`src/rtl/lsu_pkg.sv`:
```
// ----------------------------------------------------------------------------
// lsu_pkg
// Shared types and helpers for the load/store unit:
//   - lsu_state_e : sequencer states
//   - lsu_size_e  : access size encoding as seen on request_size
//   - misaligned(): alignment / legality check for a request
// ----------------------------------------------------------------------------
package lsu_pkg;

  localparam int unsigned LSU_ADDRESS_WIDTH = 32;
  localparam int unsigned LSU_WORD_WIDTH    = 32;

  typedef enum logic [2:0] {
    ST_IDLE    = 3'd0,
    ST_LOAD    = 3'd1,
    ST_MERGE   = 3'd2,
    ST_STORE   = 3'd3,
    ST_RESPOND = 3'd4
  } lsu_state_e;

  typedef enum logic [1:0] {
    SIZE_BYTE    = 2'b00,
    SIZE_HALF    = 2'b01,
    SIZE_WORD    = 2'b10,
    SIZE_ILLEGAL = 2'b11
  } lsu_size_e;

  // A request is rejected when the size is illegal or the address is not
  // naturally aligned for the access size. Bytes are always aligned.
  function automatic logic misaligned(input lsu_size_e size, input logic [1:0] addr_low);
    logic bad;
    case (size)
      SIZE_BYTE: bad = 1'b0;
      SIZE_HALF: bad = addr_low[0];
      SIZE_WORD: bad = (addr_low != 2'b00);
      default:   bad = 1'b1;
    endcase
    return bad;
  endfunction

endpackage

```
`src/rtl/lane_aligner.sv`:
```
// ----------------------------------------------------------------------------
// lane_aligner
// Purely combinational little-endian lane logic for a 32-bit word memory.
// Ports:
//   word_i        in  32  memory word (load source / old word for merge)
//   store_data_i  in  32  right-justified store data
//   addr_low_i    in  2   byte offset within the word
//   size_i        in  2   access size (lsu_size_e encoding)
//   unsigned_i    in  1   zero-extend loads instead of sign-extending
//   load_result_o out 32  selected lane, extended to 32 bits
//   merged_o      out 32  word_i with the addressed lane replaced
// ----------------------------------------------------------------------------
module lane_aligner
  import lsu_pkg::*;
(
  input  logic [31:0] word_i,
  input  logic [31:0] store_data_i,
  input  logic [1:0]  addr_low_i,
  input  logic [1:0]  size_i,
  input  logic        unsigned_i,
  output logic [31:0] load_result_o,
  output logic [31:0] merged_o
);

  logic [7:0]  byte_s;
  logic [15:0] half_s;
  lsu_size_e   size_s;

  assign size_s = lsu_size_e'(size_i);

  // Lane selection: byte lane = addr[1:0], halfword lane = addr[1].
  always_comb begin
    byte_s = 8'h00;
    case (addr_low_i)
      2'b00:   byte_s = word_i[7:0];
      2'b01:   byte_s = word_i[15:8];
      2'b10:   byte_s = word_i[23:16];
      2'b11:   byte_s = word_i[31:24];
      default: byte_s = 8'h00;
    endcase
    if (addr_low_i[1]) begin
      half_s = word_i[31:16];
    end else begin
      half_s = word_i[15:0];
    end
  end

  // Load extension of the selected lane.
  always_comb begin
    load_result_o = 32'h0000_0000;
    case (size_s)
      SIZE_BYTE: begin
        if (unsigned_i) begin
          load_result_o = {24'h00_0000, byte_s};
        end else begin
          load_result_o = {{24{byte_s[7]}}, byte_s};
        end
      end
      SIZE_HALF: begin
        if (unsigned_i) begin
          load_result_o = {16'h0000, half_s};
        end else begin
          load_result_o = {{16{half_s[15]}}, half_s};
        end
      end
      SIZE_WORD: load_result_o = word_i;
      default:   load_result_o = 32'h0000_0000;
    endcase
  end

  // Store merge: only the addressed lane takes the low bits of store data.
  always_comb begin
    merged_o = word_i;
    case (size_s)
      SIZE_BYTE: begin
        case (addr_low_i)
          2'b00:   merged_o[7:0]   = store_data_i[7:0];
          2'b01:   merged_o[15:8]  = store_data_i[7:0];
          2'b10:   merged_o[23:16] = store_data_i[7:0];
          2'b11:   merged_o[31:24] = store_data_i[7:0];
          default: merged_o        = word_i;
        endcase
      end
      SIZE_HALF: begin
        if (addr_low_i[1]) begin
          merged_o[31:16] = store_data_i[15:0];
        end else begin
          merged_o[15:0] = store_data_i[15:0];
        end
      end
      SIZE_WORD: merged_o = store_data_i;
      default:   merged_o = word_i;
    endcase
  end

endmodule

```
`src/rtl/load_store_unit.sv`:
```
// ----------------------------------------------------------------------------
// load_store_unit
// Sequencer between the execute stage and a word-only data memory. Accepts
// one request at a time, performs byte/halfword/word loads and stores (sub-word
// stores as read-modify-write) and returns a single-cycle response.
// Ports:
//   clock, reset_n               clock and synchronous active-low reset
//   request_valid/ready          request handshake (ready only in IDLE)
//   request_write/size/unsigned  access kind, size and load extension
//   request_address              byte address
//   request_write_data           right-justified store data
//   response_valid               one-cycle completion pulse
//   response_data                extended load data (0 for stores/errors)
//   response_misaligned          request rejected, memory untouched
//   memory_address               word-aligned address to the memory
//   memory_write_enable          write strobe, high only in STORE
//   memory_write_data            full or merged word to write
//   memory_read_data             combinational read data from the memory
// ----------------------------------------------------------------------------
module load_store_unit
  import lsu_pkg::*;
#(
  parameter int unsigned address_width = 32,
  parameter int unsigned word_width    = 32
) (
  input  logic                     clock,
  input  logic                     reset_n,
  input  logic                     request_valid,
  output logic                     request_ready,
  input  logic                     request_write,
  input  logic [1:0]               request_size,
  input  logic                     request_unsigned,
  input  logic [address_width-1:0] request_address,
  input  logic [word_width-1:0]    request_write_data,
  output logic                     response_valid,
  output logic [word_width-1:0]    response_data,
  output logic                     response_misaligned,
  output logic [address_width-1:0] memory_address,
  output logic                     memory_write_enable,
  output logic [word_width-1:0]    memory_write_data,
  input  logic [word_width-1:0]    memory_read_data
);

  lsu_state_e               state_q;
  lsu_size_e                size_q;
  logic                     unsigned_q;
  logic [1:0]               addr_low_q;
  logic [word_width-1:0]    store_word_q;
  logic [word_width-1:0]    response_data_q;
  logic                     response_misaligned_q;
  logic [address_width-1:0] memory_address_q;

  logic [31:0] load_result_s;
  logic [31:0] merged_s;
  lsu_size_e   request_size_s;
  logic        request_error_s;

  assign request_size_s  = lsu_size_e'(request_size);
  assign request_error_s = misaligned(request_size_s, request_address[1:0]);

  lane_aligner u_lane_aligner (
    .word_i        (memory_read_data),
    .store_data_i  (store_word_q),
    .addr_low_i    (addr_low_q),
    .size_i        (size_q),
    .unsigned_i    (unsigned_q),
    .load_result_o (load_result_s),
    .merged_o      (merged_s)
  );

  // Sequencer FSM and all datapath registers.
  always_ff @(posedge clock) begin
    if (!reset_n) begin
      state_q               <= ST_IDLE;
      size_q                <= SIZE_BYTE;
      unsigned_q            <= 1'b0;
      addr_low_q            <= 2'b00;
      store_word_q          <= '0;
      response_data_q       <= '0;
      response_misaligned_q <= 1'b0;
      memory_address_q      <= '0;
    end else begin
      case (state_q)
        ST_IDLE: begin
          if (request_valid) begin
            size_q                <= request_size_s;
            unsigned_q            <= request_unsigned;
            addr_low_q            <= request_address[1:0];
            // Holds the raw store data; MERGE overwrites it for sub-word stores.
            store_word_q          <= request_write_data;
            memory_address_q      <= {request_address[address_width-1:2], 2'b00};
            response_data_q       <= '0;
            response_misaligned_q <= request_error_s;
            if (request_error_s) begin
              state_q <= ST_RESPOND;
            end else if (!request_write) begin
              state_q <= ST_LOAD;
            end else if (request_size_s == SIZE_WORD) begin
              state_q <= ST_STORE;
            end else begin
              state_q <= ST_MERGE;
            end
          end else begin
            state_q <= ST_IDLE;
          end
        end
        ST_LOAD: begin
          response_data_q <= load_result_s;
          state_q         <= ST_RESPOND;
        end
        ST_MERGE: begin
          store_word_q <= merged_s;
          state_q      <= ST_STORE;
        end
        ST_STORE: begin
          state_q <= ST_RESPOND;
        end
        ST_RESPOND: begin
          state_q <= ST_IDLE;
        end
        default: begin
          state_q <= ST_IDLE;
        end
      endcase
    end
  end

  // Handshake strobes decode the state register; reset_n gates them so an
  // aborted operation can never write or respond.
  assign request_ready       = reset_n && (state_q == ST_IDLE);
  assign response_valid      = reset_n && (state_q == ST_RESPOND);
  assign memory_write_enable = reset_n && (state_q == ST_STORE);

  assign response_data       = response_data_q;
  assign response_misaligned = response_misaligned_q;
  assign memory_address      = memory_address_q;
  assign memory_write_data   = store_word_q;

endmodule
```
`config.mk`:
```
export PLATFORM = sky130hd
export DESIGN_NAME = load_store_unit
export DESIGN_NICKNAME = d
export VERILOG_FILES = /design/src/rtl/lsu_pkg.sv /design/src/rtl/lane_aligner.sv /design/src/rtl/load_store_unit.sv
export SDC_FILE = /design/constraint.sdc
export NUM_CORES = 1
export LEC_CHECK = 0
export ABC_AREA = 1
export CAP_MARGIN = 20
export CELL_PAD_IN_SITES_DETAIL_PLACEMENT = 1
export CELL_PAD_IN_SITES_GLOBAL_PLACEMENT = 1
export CORE_MARGIN = 2
export CORE_UTILIZATION = 25
export CTS_BUF_LIST = sky130_fd_sc_hd__clkbuf_4 sky130_fd_sc_hd__clkbuf_8
export CTS_CLUSTER_SIZE = 8
export DETAILED_ROUTE_END_ITERATION = 6
export PLACE_DENSITY = 0.64
export SYNTH_ARGS = -nofsm -noshare
export SYNTH_HDL_FRONTEND = slang
export SYNTH_HIERARCHICAL = 1
export SYNTH_SLANG_ARGS = --single-unit
```
`constraint.sdc`:
```
create_clock -name clock -period 2.32 [get_ports clock]
set_clock_uncertainty 0.05 [all_clocks]
set_input_delay 0.464 -clock clock [delete_from_list [all_inputs] [get_ports clock]]
set_output_delay 0.464 -clock clock [all_outputs]
set_load 0.01 [all_outputs]
```
* Word-level counts from Yosys, hierarchy flattened *
Cells that the tools add are included.
Widths: inputs -> output; s select.

storage, ports and cells
  bits in registers = 103
  input port bits = 103
  output and inout bits = 100
  logic and storage cells = 63

cells by class
  eq/ne operators = 15
  multiplexer cells = 22
  reductions and logical operators = 16

operator list
  cell                number
  $pmux 32 s3         2
  $mux 32             4
  $pmux 32 s2         2
  $mux 16             3
  $mux 8              4
  $pmux 8 s4          1
  $pmux 3 s3          1
  $eq 2x2->1 const B  4
  $eq 2x1->1 const B  3
  $eq 3x2->1 const B  2
  $logic_not 2->1     3
  $mux 3              2
  $ne 3x3->1 const B  2
  $reduce_bool 2->1   3
  $reduce_and 5->1    1
  $ne 2x2->1 const B  2
  $reduce_and 2->1    2
  $reduce_and 4->1    1
  $eq 3x1->1 const B  1
  $eq 3x3->1 const B  1
  $logic_and 1x1->1   3
  $logic_not 3->1     1
  $pmux 1 s3          1
  $reduce_and 3->1    1
  3 further kinds     3

* Longest topological paths before layout *
  depth in word-level cells = 6
  mapped depth = 12
  gate-level depth less buffers = 10

* Modules after synthesis *
Netlist, hierarchy kept.

modules (own cells, without submodules)
  module           instances  cells each  area an instance (sq um)  sequential area each (sq um)
  load_store_unit  1          608         4471.8                    2062.0
  lane_aligner     1          544         2423.6                    0.0

* Worst setup path before layout *
No wires, ideal clock.

  path kind = flip-flop to flip-flop
  start = reg addr_low_q[1]
  end = reg store_word_q[10] (netlist: memory_write_data[10])
  library setup time = 0.114 ns
  arrival time = 1.335 ns
  data required time = 2.156 ns
  slack = 0.822 ns
  stages on the path, launching flop included = 13
  buffers on the path = 2
  clock period less this slack = 1.498 ns
  path through = dfxtp_1 buf_4 inv_2 buf_4 nand2_2 inv_1 nand2_1 nand3_1 nand3_1 inv_1 nor2_1 a21oi_1 nor2_1

on the way
  cells in the longest elaborated chain, start to end = 4
  elaborated cells on any way between the ends = 6
  classes of those cells = eq/ne: 2; mux: 3; reduce/logical: 1

ends and longest elaborated chain
  what                      RTL line                text
  start: declaration        load_store_unit.sv:47   logic [1:0] addr_low_q;
  start signal: assignment  load_store_unit.sv:88   addr_low_q <= request_address[1:0];
  $eq 2x1->1                lane_aligner.sv:76      case (addr_low_i)
  $mux 8                    lane_aligner.sv:76
  $pmux 32 s3               lane_aligner.sv:74      case (size_s)
  via merged_s[10]          load_store_unit.sv:54   logic [31:0] merged_s;
  $pmux 32 s2               load_store_unit.sv:83   case (state_q)
  end signal: assignment    load_store_unit.sv:90   store_word_q <= request_write_data;
  end signal: assignment    load_store_unit.sv:112  store_word_q <= merged_s;
  end: declaration          load_store_unit.sv:48   logic [word_width-1:0] store_word_q;

The timed path passes the listed nets, and every way through them passes these cells.
A chain may end at the register's enable or synchronous reset.

* Final worst setup path *
  start = reg state_q[0]
  end = out request_ready

on the way
  cells in the longest elaborated chain, start to end = 2

ends and longest elaborated chain
  what                      RTL line                text
  start: declaration        load_store_unit.sv:44   lsu_state_e state_q;
  start signal: assignment  load_store_unit.sv:74   state_q <= ST_IDLE;
  start signal: assignment  load_store_unit.sv:95   state_q <= ST_RESPOND;
  start signal: assignment  load_store_unit.sv:97   state_q <= ST_LOAD;
  $logic_not 3->1           load_store_unit.sv:130  assign request_ready = reset_n && (state_q == ST_IDLE);
  $logic_and 1x1->1         load_store_unit.sv:130
  end: declaration          load_store_unit.sv:29   output logic request_ready,

Every way passes these cells.

==> impl_metrics.csv <==
group,metric,value,unit
logic_synthesis,yosysSeqAreaShare,29.9,%
setup_path,worstPathCellList,"inv_2 > nand2_1 > nor2_1 > clkdlybuf4s50_1",
setup_path,r2r_end,"response_data[14]",
worst_hold_path,min_path_cells,3,
grt,overflow,0,
clock_network,cts.sinks,103,
clock_network,cts_buffer_depth,2,
pwr,peakVddDrop,302,uV
clock_network,cts_buffers,9,
sta,fin_crit,2180,ps
floorplan,start_util,25.5,%
layout,final_nets,1422,
setup_path,startpoint_type,"flip-flop",
layout,area_growth,36.9,%
clock_network,path_clk_slew,140,ps
placed_design,dp_hpwl,21900,um
pwr,p_leak,4.06,nW
clock_network,cts_hold_buf,0,
status,status,"completed",
logic_synthesis,synth-seq-cells,103,
floorplan,ios,203,
grt,grt_util_all_layers,20.3,%
logic_synthesis,synthArstFlopShare,0,%
drt,vias,8100,
layout,drive_above_1_share,6.87,%
logic_synthesis,ys.flop_type,"dfxtp_1",
logic_synthesis,yosys.area.top_type,"dfxtp_1",
drt,drt-pass1-iter-count,5,
layout,fin_cells,1665,
logic_synthesis,synth-edff-count,0,
floorplan,die_area,28900,um^2
job,maxCapViolCount,0,
logic_synthesis,synth.most_common_cell,"nand2_1",
sta,slew_viol_final,0,
placed_design,io_buffers,200,
sta,setup_viol,0,
grt,antenna_found_initial,1,
sta,holdWs,350,ps
sta,fin_tns_setup,0,ps
worst_hold_path,holdPathEnd,"memory_address[23]",
pwr,total_power,5.63,mW
setup_path,critPathBufInv,2,
floorplan,rows,60,
floorplan,die_w,170,um
grt,grt_pass1_wl,46200,um
logic_synthesis,ys_top_cells_by_area,"dfxtp_1 30%, nand2_1 18%, nand3_1 7.9%",
worst_hold_path,hold_start,"reset_n",
sta,worst_pin_slew,577,ps
sta,grt_setup_unrepaired,"no",
placed_design,dp_cells,1649,
floorplan,die_y,170,um
logic_synthesis,synth_top_area_share,29.9,%
worst_hold_path,min_path_type,"input pin to flip-flop",
setup_path,slowest_stage,"clkdlybuf4s50_1",
pwr,power.density,597,nW/um^2
sta,slew_headroom,61.5,%
logic_synthesis,synth_area_per_cell,5.99,um^2
clock_network,cts_tree,"done",
drt,drtIter0Drc,555,
layout,diodes,0,
setup_path,cp_data_required_time,1810,ps
setup_path,arrival,1670,ps
floorplan,coreArea,27000,um^2
drt,drt-total-wl,29200,um
logic_synthesis,syn_area,6900,um^2
drt,drcViolationCount,0,
logic_synthesis,synth.distinct_cells,30,
sta,fin_crit_sh,94.0,%
setup_path,worst_path_largest_cell_delay,550,ps
setup_path,path_class,"flip-flop to output port",
setup_path,worst_r2r_path_depth,8,
clock_network,root_buffer,"clkbuf_8",
logic_synthesis,synth_warnings,6,
grt,grt_max_degree,91,
sta,max_freq,0.459,GHz
clock_network,insertion_delay,420,ps
placed_design,globalplace.congestion,0.846,
setup_path,cpLargestDelayFamily,"buffers and inverters",
setup_path,critical_path.reg2reg.startpoint,"addr_low_q[1]",
clock_network,h-tree-depth,3,
setup_path,crit_path_end_kind,"output port",
grt,grt_pass1_vias,8213,
drt,antenna_left,0,
drt,avgViaCountPerCell,4.86,
sta,hold_viol_final,0,
logic_synthesis,ys_top_cells_by_count,"333 x nand2_1, 139 x nor2_1, 121 x inv_1",
logic_synthesis,synthCells,1152,
setup_path,r2r_setup_slack,330,ps
drt,drt-wirelength-per-cell,17.5,um
setup_path,worst-path-max-fanout,4,
worst max path at each step:
stage	start	end	slack [ps]	cells past startpoint
after floorplan	addr_low_q[1]	memory_write_data[10]	820	12
after global placement	memory_read_data[15]	response_data[23]	230	9
after detailed placement	memory_read_data[15]	response_data[31]	160	9
after CTS	state_q[1]	memory_write_enable	50	3
after global routing	state_q[0]	request_ready	30	4
final	state_q[0]	request_ready	140	4
per-stage QoR:
stage	util (%)	worst slack [ps]	cell area [um^2]
after floorplan	-	822	6900
after global placement	34.1	231	9220
after detailed placement	34.1	160	9220
after CTS	34.9	51.2	9440
after global routing	34.9	27.5	9440
final	34.9	139	9440
cells in the final DEF (no fill, tap or decap), types with 23 or more instances in the layout:
cell             instances
o21ai_0                 62
dfxtp_1                101
nand2_1                333
nor2_1                 138
clkdlybuf4s50_1        197
buf_4                   31
a21oi_1                 75
o211ai_1                23
inv_1                  121
nand3_1                109
nand3b_1                30
logic make-up after synthesis:
logic type | Yosys count | share of synthesized area [%]
flip-flops | 103 | 29.9
AND/OR/NAND/NOR | 661 | 42.5
AO/OA/AOI/OAI | 178 | 14.3
other | 1 | 0.0544
buffers and inverters | 209 | 13.2
power by group:
group	internal, mW	total [mW]	switching, mW
logic	0.929	2.24	1.31
registers	1.94	2.08	0.141
clock network	0.458	1.31	0.854
total	3.32	5.63	2.31
worst min-delay path, cell delays in order:
cell and delay (ps):
buf_2 180, o21ai_0 100, nor2_1 40
area by class of cell:
type	instances	area (um^2)
fill	3469	17600
multi-input combinational	841	3930
timing repair buffer	235	2310
sequential	103	2060
inverter	129	484
tap	341	427
clock buffer	9	124
clock inverter	7	96.3
timing repair:
action                                  in CTS  in global routing
setup buffers                                0                  0
resized for setup                            1                  2
endpoints found under the setup margin       1                  1
routing by layer:
metal	wire [um]	part of all wire, %	track usage (%)
met3	1550	5.3	3.93
met4	620	2.1	5.39
met2	13200	45	32.6
met1	13800	47	27.7
met5	0	0	0
flip-flops by register name, summed over array words and instances, names as in the netlist:
name,flops
addr_low_q,2
memory_address,30
memory_write_data,32
response_data,32
response_misaligned,1
size_q,2
state_q,3
unsigned_q,1
No activity file was read; power rests on OpenSTA's default activity.
